===== src/rtl/weight_stream_seq_pkg.sv =====
// rtl/weight_stream_seq_pkg.sv - shared types, defaults and helpers for the weight streamer
package weight_stream_seq_pkg;

  // Default kernel size (coefficient words) and coefficient width
  localparam int KERN_S_1    = 9;
  localparam int COEFF_WIDTH = 16;

  // Width of the replay (pass) counter
  localparam int PASS_W      = 16;

  typedef enum logic [1:0] {
    ST_IDLE  = 2'd0,
    ST_RUN   = 2'd1,
    ST_DRAIN = 2'd2
  } ws_state_e;

  // Address width that stays legal for a single-word ROM
  function automatic int addr_width(input int depth);
    return (depth > 1) ? $clog2(depth) : 1;
  endfunction

endpackage


===== src/rtl/weight_stream_seq_coeff_skid_buf.sv =====
// rtl/weight_stream_seq_coeff_skid_buf.sv - two-entry staging FIFO for returning ROM words
module coeff_skid_buf #(
  parameter int DATA_WIDTH = 16
) (
  input  logic                  clk,
  input  logic                  rst_n,
  input  logic                  push,
  input  logic [DATA_WIDTH-1:0] push_data,
  input  logic                  pop,
  output logic [1:0]            count,
  output logic [DATA_WIDTH-1:0] head
);

  logic [DATA_WIDTH-1:0] slot0_q, slot0_d;
  logic [DATA_WIDTH-1:0] slot1_q, slot1_d;
  logic [1:0]            count_q, count_d;
  logic [1:0]            remain;

  // Shift on pop, then land a push in the first free slot; caller never overfills or underflows
  always_comb begin
    slot0_d = slot0_q;
    slot1_d = slot1_q;
    count_d = count_q + {1'b0, push} - {1'b0, pop};
    remain  = pop ? (count_q - 2'd1) : count_q;
    if (pop) begin
      slot0_d = slot1_q;
    end
    if (push) begin
      if (remain == 2'd0) begin
        slot0_d = push_data;
      end else begin
        slot1_d = push_data;
      end
    end
  end

  // Storage and occupancy registers
  always_ff @(posedge clk or negedge rst_n) begin
    if (!rst_n) begin
      slot0_q <= '0;
      slot1_q <= '0;
      count_q <= 2'd0;
    end else begin
      slot0_q <= slot0_d;
      slot1_q <= slot1_d;
      count_q <= count_d;
    end
  end

  assign count = count_q;
  assign head  = slot0_q;

endmodule


===== src/rtl/weight_stream_seq.sv =====
// rtl/weight_stream_seq.sv - replays a coefficient ROM N_PASS times into a FIFO
module weight_stream_seq
  import weight_stream_seq_pkg::*;
#(
  parameter int  MEM_SIZE   = KERN_S_1,
  parameter int  DATA_WIDTH = COEFF_WIDTH,
  parameter int  N_PASS     = 1,
  localparam int AW         = addr_width(MEM_SIZE)
) (
  input  logic                  ap_clk,
  input  logic                  ap_rst_n,
  input  logic                  ap_start,
  output logic                  ap_idle,
  output logic                  ap_done,
  output logic [AW-1:0]         weight_address,
  output logic                  weight_ce,
  input  logic [DATA_WIDTH-1:0] weight_q,
  output logic [DATA_WIDTH-1:0] output_V_din,
  input  logic                  output_V_full_n,
  output logic                  output_V_write
);

  ws_state_e             state_q, state_d;
  logic [AW-1:0]         addr_q, addr_d;
  logic [PASS_W-1:0]     pass_q, pass_d;
  logic                  inflight_q, inflight_d;
  logic [1:0]            buf_count;
  logic [DATA_WIDTH-1:0] buf_head;
  logic                  xfer, issue, last_read, last_word, buf_push, buf_pop;
  logic                  last_addr, last_pass;
  logic [2:0]            pending, level;

  // A returning ROM word is presented straight to the FIFO when nothing older is buffered
  always_comb begin
    output_V_write = (buf_count != 2'd0) || inflight_q;
    if (buf_count != 2'd0) begin
      output_V_din = buf_head;
    end else if (inflight_q) begin
      output_V_din = weight_q;
    end else begin
      output_V_din = '0;
    end
  end

  // Read credit: issue only if the words already owed still fit in the two-entry buffer
  always_comb begin
    xfer      = output_V_write & output_V_full_n;
    pending   = {1'b0, buf_count} + {2'b0, inflight_q};
    level     = pending - {2'b0, xfer};
    issue     = (state_q == ST_RUN) && (level < 3'd2);
    last_addr = (addr_q == AW'(MEM_SIZE - 1));
    last_pass = (pass_q == PASS_W'(N_PASS - 1));
    last_read = issue && last_addr && last_pass;
    last_word = (state_q == ST_DRAIN) && xfer && (pending == 3'd1);
    buf_push  = inflight_q && !(xfer && (buf_count == 2'd0));
    buf_pop   = xfer && (buf_count != 2'd0);
  end

  // FSM state register
  always_ff @(posedge ap_clk or negedge ap_rst_n) begin
    if (!ap_rst_n) begin
      state_q <= ST_IDLE;
    end else begin
      state_q <= state_d;
    end
  end

  // FSM next state: start, stop issuing after the final read, finish on the final transfer
  always_comb begin
    state_d = state_q;
    case (state_q)
      ST_IDLE:  if (ap_start)  state_d = ST_RUN;
      ST_RUN:   if (last_read) state_d = ST_DRAIN;
      ST_DRAIN: if (last_word) state_d = ST_IDLE;
      default:  state_d = ST_IDLE;
    endcase
  end

  // FSM outputs
  always_comb begin
    ap_idle        = (state_q == ST_IDLE);
    ap_done        = last_word;
    weight_ce      = issue;
    weight_address = addr_q;
  end

  // Address walk wraps per pass; counters return to zero after the last read
  always_comb begin
    addr_d     = addr_q;
    pass_d     = pass_q;
    inflight_d = issue;
    if (issue) begin
      if (last_addr) begin
        addr_d = '0;
        pass_d = last_pass ? '0 : (pass_q + PASS_W'(1));
      end else begin
        addr_d = addr_q + AW'(1);
      end
    end
  end

  // Datapath registers; reset drops any word still in flight
  always_ff @(posedge ap_clk or negedge ap_rst_n) begin
    if (!ap_rst_n) begin
      addr_q     <= '0;
      pass_q     <= '0;
      inflight_q <= 1'b0;
    end else begin
      addr_q     <= addr_d;
      pass_q     <= pass_d;
      inflight_q <= inflight_d;
    end
  end

  coeff_skid_buf #(
    .DATA_WIDTH(DATA_WIDTH)
  ) u_skid (
    .clk      (ap_clk),
    .rst_n    (ap_rst_n),
    .push     (buf_push),
    .push_data(weight_q),
    .pop      (buf_pop),
    .count    (buf_count),
    .head     (buf_head)
  );

endmodule


===== config.mk =====
export PLATFORM = sky130hd
export DESIGN_NAME = weight_stream_seq
export DESIGN_NICKNAME = d
export VERILOG_FILES = /design/src/rtl/weight_stream_seq_pkg.sv /design/src/rtl/weight_stream_seq_coeff_skid_buf.sv /design/src/rtl/weight_stream_seq.sv
export SDC_FILE = /design/constraint.sdc
export NUM_CORES = 1
export LEC_CHECK = 0
export CAP_MARGIN = 30
export CORE_MARGIN = 5
export CORE_UTILIZATION = 40
export DETAILED_ROUTE_END_ITERATION = 6
export HOLD_SLACK_MARGIN = 0.15
export PLACE_DENSITY = 0.62
export SLEW_MARGIN = 10
export SYNTH_ARGS = -nofsm -noshare
export SYNTH_HDL_FRONTEND = slang
export SYNTH_SLANG_ARGS = --single-unit
export TNS_END_PERCENT = 50

===== constraint.sdc =====
create_clock -name ap_clk -period 2.35 [get_ports ap_clk]
set_clock_uncertainty 0.15 [all_clocks]
set_input_delay 0.705 -clock ap_clk [delete_from_list [all_inputs] [get_ports ap_clk]]
set_output_delay 0.705 -clock ap_clk [all_outputs]
set_load 0.005 [all_outputs]

==> Word level (Yosys, flattened, before mapping) <==
Index checks and enable logic that the tools add are counted.
{ "op_classes": {"n_reduce_logical": 18, "addsub": 7, "mux": 12, "n_eq_ne": 7, "bitwise": 2, "order_cmp": 1} }
{ "ops": {"columns": ["cell", "count"], "rows": [
  ["2-to-1 mux 16 bit", 6],
  ["adder 16 x 1 -> 16 bit, second input constant", 1],
  ["logical NOT 16 bit", 1],
  ["logical AND 1 bit", 8],
  ["2-to-1 mux 2 bit", 4],
  ["logical NOT 2 bit", 3],
  ["inequality test 2 bit, second input constant", 3],
  ["case mux 2 bit (3 select lines)", 1],
  ["adder 4 x 1 -> 4 bit, second input constant", 1],
  ["== test 4 bit, second input constant", 1],
  ["2-to-1 mux 4 bit", 1],
  ["AND reduction 2 bit", 2],
  ["adder 2 x 1 -> 3 bit", 1],
  ["== test 3 x 1 -> 1 bit, second input constant", 1],
  ["less-than comparator 3 x 2 -> 1 bit, second input constant", 1],
  ["AND reduction 3 bit", 1],
  ["subtractor 3 x 1 -> 3 bit", 1],
  ["adder 2 x 1 -> 2 bit", 1],
  ["== test 2 x 1 -> 1 bit, second input constant", 1],
  ["== test 2 bit, second input constant", 1],
  ["nonzero test 2 bit", 1],
  ["subtractor 2 x 1 -> 2 bit", 1],
  ["subtractor 2 x 1 -> 2 bit, second input constant", 1],
  ["AND 1 bit", 1],
  ["other kinds (3)", 3]
]} }
{ "totals": {"wordCells": 54, "reg_bits": 57, "inputBits": 20, "out_inout_bits": 24} }

==> Longest topological paths before layout <==
Gate-level depths: netlist (run 1).
{ "depth": {"depth_word": 10, "mapped_depth": 12} }

==> Hierarchy <==
Synthesis (run 1) repeated with hierarchy kept, for this count alone.
{ "hier_totals": {"cells_unflattened": 268, "area_unflattened_um2": 3047.9} }
{ "modules_own_cells": {"columns": ["mod", "area_per_inst_um2", "cells_each", "n_inst"], "rows": [
  ["coeff_skid_buf", 1560.2, 97, 1],
  ["weight_stream_seq", 1487.7, 171, 1]
]} }

==> Least setup slack after synthesis (run 1) <==
OpenSTA, ideal clock, no wires.
{ "synth_path": {"path_type": "register -> output", "start": "register u_skid.count_q[1] (netlist: u_skid.count[1])", "end": "output weight_ce", "path_buffers": 1, "t_arrival_ps": 1743, "path_slack_ps": -248, "stages_incl_launch_ff": 10, "cell_sequence": "dfrtp_1 inv_1 ha_1 buf_6 nand2b_1 nand2_1 nor2_1 ha_1 nand3b_1 nor2_1"} }
{ "synth_via": {"elab_chain_cells": 6} }
{ "synth_lines": {"columns": ["item", "line", "text"], "rows": [
  ["start: declaration", "weight_stream_seq_coeff_skid_buf.sv:16", "logic [1:0] count_q, count_d;"],
  ["start signal: assignment", "weight_stream_seq_coeff_skid_buf.sv:46", "count_q <= count_d;"],
  ["nonzero test 2 bit", "weight_stream_seq.sv:35", "output_V_write = (buf_count != 2'd0) || inflight_q;"],
  ["logical OR 1 bit", "weight_stream_seq.sv:35", null],
  ["via output_V_write", "weight_stream_seq.sv:20", "output logic output_V_write"],
  ["AND 1 bit", "weight_stream_seq.sv:47", "xfer = output_V_write & output_V_full_n;"],
  ["subtractor 3 x 1 -> 3 bit", "weight_stream_seq.sv:49", "level = pending - {2'b0, xfer};"],
  ["less-than comparator 3 x 2 -> 1 bit", "weight_stream_seq.sv:50", "issue = (state_q == ST_RUN) && (level < 3'd2);"],
  ["logical AND 1 bit", "weight_stream_seq.sv:50", null],
  ["end: declaration", "weight_stream_seq.sv:16", "output logic weight_ce,"]
]} }
The timed path passes the listed nets, and every way through them passes these cells.

==> Worst setup path in the final report (run 1) <==
{ "layout_path": {"start": "register u_skid.count_q[0] (netlist: u_skid.count[0])", "end": "output weight_ce"} }
{ "layout_via": {"elab_chain_cells": 6} }
{ "layout_lines": {"columns": ["item", "line"], "rows": [
  ["nonzero test 2 bit", "weight_stream_seq.sv:35"],
  ["logical OR 1 bit", "weight_stream_seq.sv:35"],
  ["AND 1 bit", "weight_stream_seq.sv:47"],
  ["subtractor 3 x 1 -> 3 bit *", "weight_stream_seq.sv:49"],
  ["less-than comparator 3 x 2 -> 1 bit *", "weight_stream_seq.sv:50"],
  ["logical AND 1 bit *", "weight_stream_seq.sv:50"]
]} }
Mark *: on every way between the ends. The rest lies on a longest branch, timed or not.

==> impl_metrics.csv, run 1 <==
group,metric,value,unit
timing,max_freq,362,MHz
route,post_drt_wl_per_cell,15.5,um
timing,rsz0062_at_grt,"yes",
grt,first_global_vias,2660,
route,route.antenna.remaining_nets,0,
pwr,combPwrFrac,0.603,
synth,yosysWarningCount,0,
synth,mappedNetlistNets,337,
timing,finalCritPeriodShare,1.17,
pwr,peakVddDrop,0.669,mV
timing,hold_viol,0,
setup_path,critical_path_arrival,1.91,ns
pwr,report.power.total,0.00664,W
setup_path,critical_path.reg2reg.startpoint,"u_skid.count[0]",
setup_path,worst_setup_path_end_kind,"primary output",
setup_path,worst_case_register_to_register_setup_slack,-0.31,ns
pwr,static-leakage-power,2.07,nW
grt,antenna_found_initial,0,
setup_path,critPathMaxFanout,2,
flow_run,max-cap-violations,0,
floorplan,std_cell_rows,31,
route,route.vias.total,2597,
pwr,power_density_cells,1460,mW/mm^2
clocking,cts_sinks,57,
route,post_drt_via_cell_ratio,5.09,
setup_path,criticalPathCategory,"reg -> out",
layout,final_layout_size_suffix_gt1_frac,0.421,
synth,synthesis.area,0.00297,mm^2
setup_path,worstReg2RegEnd,"u_skid.slot1_q[13]",
placed_design,dp.final_hpwl,4.42,mm
floorplan,initial_utilization,0.409,
run_status,status,"complete, but fails checks",
layout,num-nets-final,436,
synth,ys_types,36,
timing,number_of_pins_with_negative_max_slew_slack_in_the_final_report,0,
pwr,power.net_switching,0.00248,W
clocking,numCtsBuffers,9,
setup_path,worstPathRequired,1.49,ns
layout,n_antenna_cell,0,
floorplan,dieHeight,96.1,um
clocking,clock_tree.buffer_depth,2,
floorplan,fp.dieArea,0.00924,mm^2
placed_design,gp_congestion,0.735,
pwr,power_report.internal_total,0.00417,W
grt,grtUsageTotal,0.175,
hold_path,worstHoldPathType,"in -> async",
synth,syn-mean-instance-area,9.67,um^2
pwr,power_frac_clock,0.155,
timing,max_slew_margin,0.699,
timing,setup_slack,-0.411,ns
timing,final_period_minus_worst_setup_slack,2.76,ns
setup_path,critPathLaunchType,"flip-flop",
timing,report.final.setup_viol,58,
route,detail_route.first_pass.iterations,4,
route,drc,0,
synth,ys_seq_elements,57,
grt,grt_max_degree,33,
floorplan,dieWidth,96.1,um
grt,grt_first_pass_wirelength,12.4,mm
placed_design,io_buffers,43,
clocking,clkSlewWorstSetupHoldPaths,0.07,ns
grt,grt_remaining_overflow,0,
pwr,relative_contribution_of_sequential_cells_to_total_power,0.242,
route,drtIter0Drc,116,
layout,areaGrowthSynthToFinish,53.1,%
clocking,tritoncts,"yes",
synth,yosysSeqAreaShare,0.481,
floorplan,boundaryPins,44,
synth,postSynthCellCount,307,
placed_design,pre_cts_ws,-0.791,ns
clocking,root_buffer,"sky130_fd_sc_hd__clkbuf_8",
clocking,ctsHoldBuffers,0,
setup_path,worst_r2r_path_depth,14,
layout,layout.cells.most_common,"sky130_fd_sc_hd__dfrtp_1",
route,wirelength,7.89,mm
clocking,clock_tree.htree_level_count,3,
timing,tightestPinTransition,0.452,ns
clocking,clock_insertion_delay_worst_skew,0.33,ns
layout,layout_common_cells,"sky130_fd_sc_hd__dfrtp_1 (56), sky130_fd_sc_hd__buf_4 (34), sky130_fd_sc_hd__inv_1 (22), sky130_fd_sc_hd__clkdlybuf4s50_1 (22)",
run_status,violations,"setup timing",
pwr,switching_share,0.373,
floorplan,core_region_area,0.00725,mm^2
==> how the worst max path moves through the flow <==
stage | endpoint | start | cells after the start
final | weight_ce | u_skid.count[0] | 11
after global routing | weight_ce | u_skid.count[0] | 11
after CTS | weight_ce | u_skid.count[0] | 8
after detailed placement | weight_ce | output_V_full_n | 7
after global placement | weight_ce | output_V_full_n | 7
after floorplan | weight_ce | u_skid.count[1] | 9
==> metrics by stage <==
stage               setup TNS, ns  hold WS [ns]  instance area (um^2)   util  cells
floorplan                  -0.447         0.259                  3030      -    307
global placement           -22.89         0.317                  3800  0.524    470
detailed placement         -24.91         0.329                  3800  0.524    470
CTS                         -7.90         0.165                  4330  0.597    505
global route               -18.76         0.187                  4540  0.626    510
finish                     -12.21         0.162                  4540  0.626    510
==> logic make-up after synthesis <==
family	share of synthesized area
adder cells (fa/ha/maj)	0.0422
multiplexers	0.0772
flip-flops	0.481
XOR/XNOR	0.0472
AO/OA/AOI/OAI	0.116
AND/OR/NAND/NOR	0.177
buffers and inverters	0.0603
==> what timing repair did <==
item | in CTS | in global routing
cloned | 4 | 2
setup endpoints to repair | 50 | 70
gates resized for setup | 132 | 60
endpoints found under the hold margin | 0 | 0
buffers inserted | 20 | 9
pin swaps | 15 | 10
==> layer usage <==
layer / routed length [um] / global-route usage / vias to the layer above
met2: 4010 / 0.300 / 41
met4: 141 / 0.0794 / 0
li1: - / - / 1245
met3: 221 / 0.0313 / 10
met5: 0 / 0 / -
met1: 3510 / 0.213 / 1301
==> power by group through the flow <==
| stage | clock [W] | combinational [W] | sequential, W |
|---|---|---|---|
| detailed placement | 0 | 0.00292 | 0.00161 |
| global placement | 0 | 0.00286 | 0.00159 |
| floorplan | 0 | 0.00178 | 0.00155 |
| finish | 0.00103 | 0.00401 | 0.00161 |
| global route | 0.00110 | 0.00436 | 0.00165 |
| CTS | 0.00105 | 0.00355 | 0.00159 |
==> area by class of cell <==
class	count	area, um^2
inverter	26	103
clock buffer	11	141
sequential	57	1430
clock inverter	5	78.8
tap	99	124
timing repair buffer	104	1000
fill	608	2710
multi-input combinational	208	1660
==> synth_stat cells <==
cell / count / area share
sky130_fd_sc_hd__dfrtp_1: 57 / 0.48
sky130_fd_sc_hd__o21ai_0: 34 / 0.057
sky130_fd_sc_hd__nand3_1: 27 / 0.046
sky130_fd_sc_hd__inv_1: 26 / 0.033
sky130_fd_sc_hd__nor2_1: 25 / 0.032
sky130_fd_sc_hd__nand2_1: 24 / 0.030
sky130_fd_sc_hd__a21oi_1: 16 / 0.027
sky130_fd_sc_hd__xnor2_1: 14 / 0.041
sky130_fd_sc_hd__ha_1: 10 / 0.042
sky130_fd_sc_hd__mux2_4: 10 / 0.051
sky130_fd_sc_hd__clkbuf_1: 9 / 0.011
sky130_fd_sc_hd__mux2_2: 7 / 0.027
sky130_fd_sc_hd__nand4_1: 7 / 0.015
sky130_fd_sc_hd__and3_1: 5 / 0.011
sky130_fd_sc_hd__buf_2: 5 / 0.0084
sky130_fd_sc_hd__o21ai_1: 4 / 0.0067
sky130_fd_sc_hd__nor3_1: 3 / 0.0051
sky130_fd_sc_hd__and4_1: 2 / 0.0059
sky130_fd_sc_hd__buf_6: 2 / 0.0076
sky130_fd_sc_hd__nand3b_1: 2 / 0.0051
sky130_fd_sc_hd__nor4_1: 2 / 0.0042
sky130_fd_sc_hd__xor2_1: 2 / 0.0059
sky130_fd_sc_hd__a21boi_4: 1 / 0.0063
sky130_fd_sc_hd__a22o_1: 1 / 0.0030
sky130_fd_sc_hd__a31o_2: 1 / 0.0030
sky130_fd_sc_hd__and2_1: 1 / 0.0021
sky130_fd_sc_hd__nand2b_1: 1 / 0.0021
sky130_fd_sc_hd__nor2b_1: 1 / 0.0021
sky130_fd_sc_hd__nor3b_1: 1 / 0.0025
sky130_fd_sc_hd__nor4_4: 1 / 0.0072
sky130_fd_sc_hd__nor4b_1: 1 / 0.0030
sky130_fd_sc_hd__o2111a_1: 1 / 0.0038
sky130_fd_sc_hd__o21ai_2: 1 / 0.0030
sky130_fd_sc_hd__o21ai_4: 1 / 0.0055
sky130_fd_sc_hd__or3_1: 1 / 0.0021
sky130_fd_sc_hd__or3b_1: 1 / 0.0030
==> critical path, cell delays in order, from the launching register on <==
cell	delay, ns
sky130_fd_sc_hd__dfrtp_1	0.40
sky130_fd_sc_hd__buf_6	0.13
sky130_fd_sc_hd__inv_4	0.05
sky130_fd_sc_hd__ha_4	0.14
sky130_fd_sc_hd__nand2b_4	0.06
sky130_fd_sc_hd__nand2_2	0.07
sky130_fd_sc_hd__nor2_2	0.05
sky130_fd_sc_hd__ha_4	0.24
sky130_fd_sc_hd__nand3b_1	0.09
sky130_fd_sc_hd__buf_4	0.16
sky130_fd_sc_hd__nor2_4	0.07
sky130_fd_sc_hd__buf_2	0.11
==> flip-flops by register name, summed over array words and instances, names as in the netlist <==
register	cells
pass_q	16
u_skid.slot1_q	16
state_q	2
weight_address	4
u_skid.head	16
inflight_q	1
u_skid.count	2
No activity file was read; power rests on OpenSTA's default activity.
==> run 2: changes to the inputs <==
- SLEW_MARGIN: 10 -> 20
- TNS_END_PERCENT: 50 -> 30
==> run 2 against run 1 <==
Net effect: the run still ends with setup timing left; largest power group unchanged; non-clock buffer count down 1; core utilization down 0.90 points; clock power about the same; largest cell class unchanged; worst hold slack about the same.
==> impl_metrics.csv, run 2 (same netlist as run 1, synthesis figures left out) <==
group,metric,value,unit
timing,setup_slack,-0.441,ns
timing,finalCritPeriodShare,1.19,
timing,tightestPinTransition,0.445,ns
pwr,combPwrFrac,0.594,
pwr,power.net_switching,0.00240,W
layout,stdcell_area,0.00448,mm^2
grt,grt_max_degree,33,
timing,max_freq,358,MHz
timing,report.final.setup_viol,38,
placed_design,detailed_place.area,0.00380,mm^2
layout,areaGrowthSynthToFinish,50.9,%
route,post_drt_via_cell_ratio,5.04,
setup_path,critical_path_arrival,1.94,ns
hold_path,worstHoldPathType,"in -> async",
clocking,numCtsBuffers,9,
pwr,power_frac_clock,0.158,
route,wirelength,7.76,mm
route,route.vias.total,2566,
floorplan,std_cell_rows,31,
timing,whs,0.162,ns
pwr,static-leakage-power,2.05,nW
placed_design,gp_congestion,0.735,
grt,grt_first_pass_wirelength,12.5,mm
pwr,power_density_cells,1450,mW/mm^2
placed_design,io_buffers,43,
timing,timing.setup.tns,-7.28,ns
timing,max_slew_margin,0.704,
run_status,violations,"setup timing",
floorplan,boundaryPins,44,
route,route.antenna.remaining_nets,0,
grt,global_route.usage.met3,0.0313,
route,detail_route.first_pass.iterations,4,
setup_path,critPathMaxFanout,2,
layout,layout_common_cells,"sky130_fd_sc_hd__dfrtp_1 (56), sky130_fd_sc_hd__buf_4 (37), sky130_fd_sc_hd__inv_1 (22), sky130_fd_sc_hd__nand2_1 (22), sky130_fd_sc_hd__clkdlybuf4s50_1 (22)",
route,drc,0,
pwr,switching_share,0.371,
timing,number_of_pins_with_negative_max_slew_slack_in_the_final_report,0,
setup_path,worstPathRequired,1.49,ns
timing,hold_viol,0,
clocking,clock_tree.buffer_depth,2,
pwr,peakVddDrop,0.590,mV
route,drtIter0Drc,97,
layout,n_antenna_cell,0,
layout,layout.cells.most_common,"sky130_fd_sc_hd__dfrtp_1",
setup_path,critPathLaunchType,"flip-flop",
clocking,cts_sinks,57,
clocking,tritoncts,"yes",
setup_path,worst_setup_path_end_kind,"primary output",
placed_design,pre_cts_ws,-0.791,ns
grt,grtUsageTotal,0.176,
grt,met1_usage,0.217,
clocking,clock_tree.htree_level_count,3,
clocking,ctsHoldBuffers,0,
floorplan,initial_utilization,0.409,
grt,antenna_found_initial,0,
grt,grtUsageMet2,0.299,
timing,rsz0062_at_grt,"yes",
grt,grt_remaining_overflow,0,
layout,post-route-util,0.617,
layout,num-nets-final,435,
clocking,clkSlewWorstSetupHoldPaths,0.07,ns
setup_path,criticalPathCategory,"reg -> out",
timing,final_period_minus_worst_setup_slack,2.79,ns
clocking,clock_insertion_delay_worst_skew,0.33,ns
clocking,root_buffer,"sky130_fd_sc_hd__clkbuf_8",
run_status,status,"complete, but fails checks",
placed_design,dp.final_hpwl,4.42,mm
route,post_drt_wl_per_cell,15.2,um
flow_run,max-cap-violations,0,
pwr,relative_contribution_of_sequential_cells_to_total_power,0.248,
layout,multi_input_combinational_cell_area,0.00161,mm^2
floorplan,dieHeight,96.1,um
layout,nFillCells,626,
layout,sequential_cell_area,0.00143,mm^2
grt,grt.busiest_layer,"met2",
floorplan,core_region_area,0.00725,mm^2
grt,first_global_vias,2673,
floorplan,fp.dieArea,0.00924,mm^2
floorplan,dieWidth,96.1,um
pwr,power_report.internal_total,0.00408,W
layout,final_layout_size_suffix_gt1_frac,0.388,
[run 2: cell count changes in the layout (fill, tap and decap cells not counted), sizes merged]
cell	delta
clkbuf	-1
[run 2: final cells by class]
| class | instances | share of cell area |
|---|---|---|
| Clock inverter | 5 | 0.0176 |
| Sequential cell | 57 | 0.319 |
| Timing Repair Buffer | 103 | 0.222 |
| Tap cell | 99 | 0.0277 |
| Inverter | 26 | 0.0229 |
| Multi-Input combinational cell | 208 | 0.359 |
| Clock buffer | 11 | 0.0316 |
[run 2: per-layer routing]
layer  vias up  part of all wire
met5         -                 0
met4         0             0.014
met3         7             0.036
met2        48              0.51
met1      1267              0.44
li1       1244                 -
[run 2: critical path, stage by stage (launching register included)]
cell                       delay [ns]
sky130_fd_sc_hd__dfrtp_1         0.40
sky130_fd_sc_hd__ha_2            0.20
sky130_fd_sc_hd__ha_4            0.28
sky130_fd_sc_hd__inv_4           0.03
sky130_fd_sc_hd__ha_4            0.24
sky130_fd_sc_hd__nand3b_1        0.10
sky130_fd_sc_hd__buf_4           0.16
sky130_fd_sc_hd__nor2_4          0.07
sky130_fd_sc_hd__buf_2           0.11
[run 2: what timing repair did]
action | in CTS | in global routing
setup buffers | 20 | 6
cloned | 4 | 2
endpoints found under the setup margin | 50 | 70
resized for setup | 138 | 36
pin swaps | 18 | 8
[run 2: path summary, 6_finish.rpt]
kind / end / slack [ns] / start / cells past startpoint
max in group asynchronous: u_skid.slot1_q[13] / 1.23 / ap_rst_n / 2
setup reg to reg: u_skid.slot1_q[9] / -0.15 / u_skid.count[0] / 12
hold / removal: weight_address[2] / 0.16 / ap_rst_n / 1
setup / recovery: weight_ce / -0.44 / u_skid.count[0] / 8
min in group ap_clk: pass_q[15] / 0.33 / pass_q[15] / 1
hold reg to reg: pass_q[15] / 0.33 / pass_q[15] / 1
[run 2: power by group through the flow]
stage               registers (W)  logic, W  clock network [W]
detailed placement        0.00161   0.00292                  0
floorplan                 0.00155   0.00178                  0
CTS                       0.00159   0.00373            0.00105
finish                    0.00161   0.00385            0.00103
global placement          0.00159   0.00286                  0
global route              0.00165   0.00420            0.00110
[run 2: through the flow]
stage,total power [W],cells
floorplan,0.00333,307
global placement,0.00445,470
detailed placement,0.00453,470
CTS,0.00638,508
global route,0.00695,509
finish,0.00649,509
==> run 3: changes to the inputs <==
- REMOVE_ABC_BUFFERS: unset -> 1
==> run 3 against run 2 <==
Net effect: the run still ends with setup timing left; count of clock-buffer cells in the layout rose by 3; via count fell by 2.8%; cell area fell by 4.1%; non-clock buffer count fell by 8; flip-flop and latch count did not move; die area did not move; sequential power barely moved; critical path depth fell by 1; sequential share of layout area rose by 1.3 points; total power fell by 5.7%.
==> impl_metrics.csv, run 3 (same netlist as run 1, synthesis figures left out) <==
group,metric,value,unit
clocking,ctsHoldBuffers,0,
clocking,tritoncts,"yes",
run_status,violations,"setup timing",
clocking,clock_tree.buffer_depth,2,
layout,areaGrowthSynthToFinish,44.6,%
clocking,clock_insertion_delay_worst_skew,0.34,ns
setup_path,cp.depth,7,
placed_design,pre_cts_ws,-0.792,ns
grt,first_global_vias,2591,
pwr,power_density_cells,1430,mW/mm^2
grt,grt_first_pass_wirelength,12.3,mm
flow_run,max-cap-violations,0,
placed_design,dp.cells,469,
timing,final_period_minus_worst_setup_slack,2.71,ns
floorplan,initial_utilization,0.409,
setup_path,worst_r2r_path_depth,11,
floorplan,fp.dieArea,0.00924,mm^2
timing,timing.setup.tns,-4.78,ns
setup_path,cp_slowest_cell,"sky130_fd_sc_hd__dfrtp_1",
timing,max_freq,369,MHz
layout,final_layout_size_suffix_gt1_frac,0.331,
pwr,power.net_switching,0.00227,W
layout,layout_common_cells,"sky130_fd_sc_hd__dfrtp_1 (57), sky130_fd_sc_hd__buf_4 (35), sky130_fd_sc_hd__nand2_1 (24), sky130_fd_sc_hd__inv_1 (23), sky130_fd_sc_hd__nor2_1 (22)",
grt,grtUsageTotal,0.174,
grt,grt_remaining_overflow,0,
floorplan,dieWidth,96.1,um
setup_path,critPathLaunchType,"flip-flop",
pwr,relative_contribution_of_sequential_cells_to_total_power,0.261,
timing,hold_viol,0,
timing,report.final.setup_viol,43,
setup_path,worst_setup_path_end_kind,"primary output",
setup_path,path_cells,"ha_4, ha_4, inv_4, ha_4, nand3b_1, nor2_2, buf_2",
route,drc,0,
placed_design,io_buffers,43,
timing,max_slew_margin,0.746,
pwr,static-leakage-power,1.96,nW
grt,grt_max_degree,58,
placed_design,gp_congestion,0.808,
clocking,clkSlewWorstSetupHoldPaths,0.07,ns
setup_path,path_buf_inv,2,
pwr,switching_share,0.372,
hold_path,worstHoldPathType,"in -> async",
route,route.vias.total,2495,
setup_path,critPathMaxFanout,2,
pwr,combPwrFrac,0.580,
timing,rsz0062_at_grt,"yes",
pwr,power_report.internal_total,0.00385,W
floorplan,boundaryPins,44,
grt,antenna_found_initial,0,
route,detailroute.wirelength.met3,186,um
route,wirelength,7.42,mm
route,route.antenna.remaining_nets,0,
setup_path,timing.critical_path.slowest_cell_delay,0.43,ns
clocking,numCtsBuffers,9,
pwr,power_frac_clock,0.159,
clocking,cts_sinks,57,
pwr,peakVddDrop,1.01,mV
route,post_drt_wl_per_cell,14.8,um
layout,n_antenna_cell,0,
route,detail_route.first_pass.iterations,4,
floorplan,dieHeight,96.1,um
run_status,status,"complete, but fails checks",
timing,finalCritPeriodShare,1.15,
layout,finalNonFillerCells,501,
route,met1Wirelength,3.36,mm
clocking,root_buffer,"sky130_fd_sc_hd__clkbuf_8",
timing,setup_slack,-0.362,ns
timing,number_of_pins_with_negative_max_slew_slack_in_the_final_report,0,
layout,num-nets-final,427,
route,drtIter0Drc,60,
floorplan,std_cell_rows,31,
placed_design,dp.final_hpwl,4.28,mm
route,route.top_layer_used,"met4",
setup_path,critical_path_arrival,1.86,ns
timing,tightestPinTransition,0.380,ns
clocking,clock_tree.htree_level_count,3,
setup_path,worstPathRequired,1.49,ns
route,post_drt_via_cell_ratio,4.98,
route,met2_length,3.76,mm
layout,layout.cells.most_common,"sky130_fd_sc_hd__dfrtp_1",
setup_path,criticalPathCategory,"reg -> out",
floorplan,core_region_area,0.00725,mm^2
setup_path,crit_top_cell,"sky130_fd_sc_hd__ha_4",
setup_path,cpLargestDelayFamily,"adder cells",
==> run 3: power groups by stage <==
| stage | logic (W) | clock network (W) | registers [W] |
|---|---|---|---|
| 6_report | 0.00355 | 0.000972 | 0.00160 |
| 5_1_grt | 0.00389 | 0.00104 | 0.00165 |
| 4_1_cts | 0.00350 | 0.000983 | 0.00158 |
| 3_5_place_dp | 0.00285 | 0 | 0.00160 |
| 3_3_place_gp | 0.00277 | 0 | 0.00159 |
| 2_1_floorplan | 0.00154 | 0 | 0.00157 |
==> run 3: what timing repair did <==
item / 4_1_cts / 5_1_grt
endpoints found under the setup margin: 60 / 70
setup buffers: 11 / 5
pin swaps: 13 / 8
cloned: 4 / 1
gates resized for setup: 128 / 21
==> run 3: per-stage QoR <==
step           utilization  instance area (um^2)  hold WS, ns  power [W]
6_report             0.592                  4290        0.211    0.00612
5_1_grt              0.592                  4290        0.236    0.00658
4_1_cts              0.582                  4220        0.222    0.00607
3_5_place_dp         0.518                  3760        0.319    0.00445
3_3_place_gp         0.518                  3760        0.320    0.00436
2_1_floorplan            -                  2890        0.259    0.00311
==> run 3: cell type report <==
| type | count | area, um^2 |
|---|---|---|
| clock buffers | 14 | 173 |
| clock inverters | 2 | 35.0 |
| fillers | 623 | 2960 |
| inverters | 26 | 100 |
| multi-input cells | 208 | 1520 |
| flip-flops and latches | 57 | 1430 |
| well taps | 99 | 124 |
| repair buffers | 95 | 911 |
==> run 3: path summary, 6_finish.rpt <==
path                                      to  slack [ns]             from
min                          u_skid.count[1]        0.21         ap_rst_n
min in group ap_clk               pass_q[15]        0.33       pass_q[15]
min reg2reg                       pass_q[15]        0.33       pass_q[15]
max reg2reg                u_skid.slot1_q[2]       -0.13  u_skid.count[0]
max in group asynchronous    u_skid.head[10]        1.59         ap_rst_n
max                                weight_ce       -0.36  u_skid.count[0]
==> run 3: metal layers <==
metal	global-route usage	up-vias
li1	-	1239
met1	0.222	1209
met2	0.292	37
met3	0.0235	10
met4	0.0782	0
met5	0	-
==> run 3: worst reg2reg max path, delay by kind of cell (launching register included) <==
family                     cells  cell delay (ns)
and+or+nand+nor                1             0.04
adders and majority gates      2             0.44
buffers and inverters          6             0.77
muxes                          1             0.33
AOI/OAI and AO/OA              1             0.20
DFF                            1             0.43
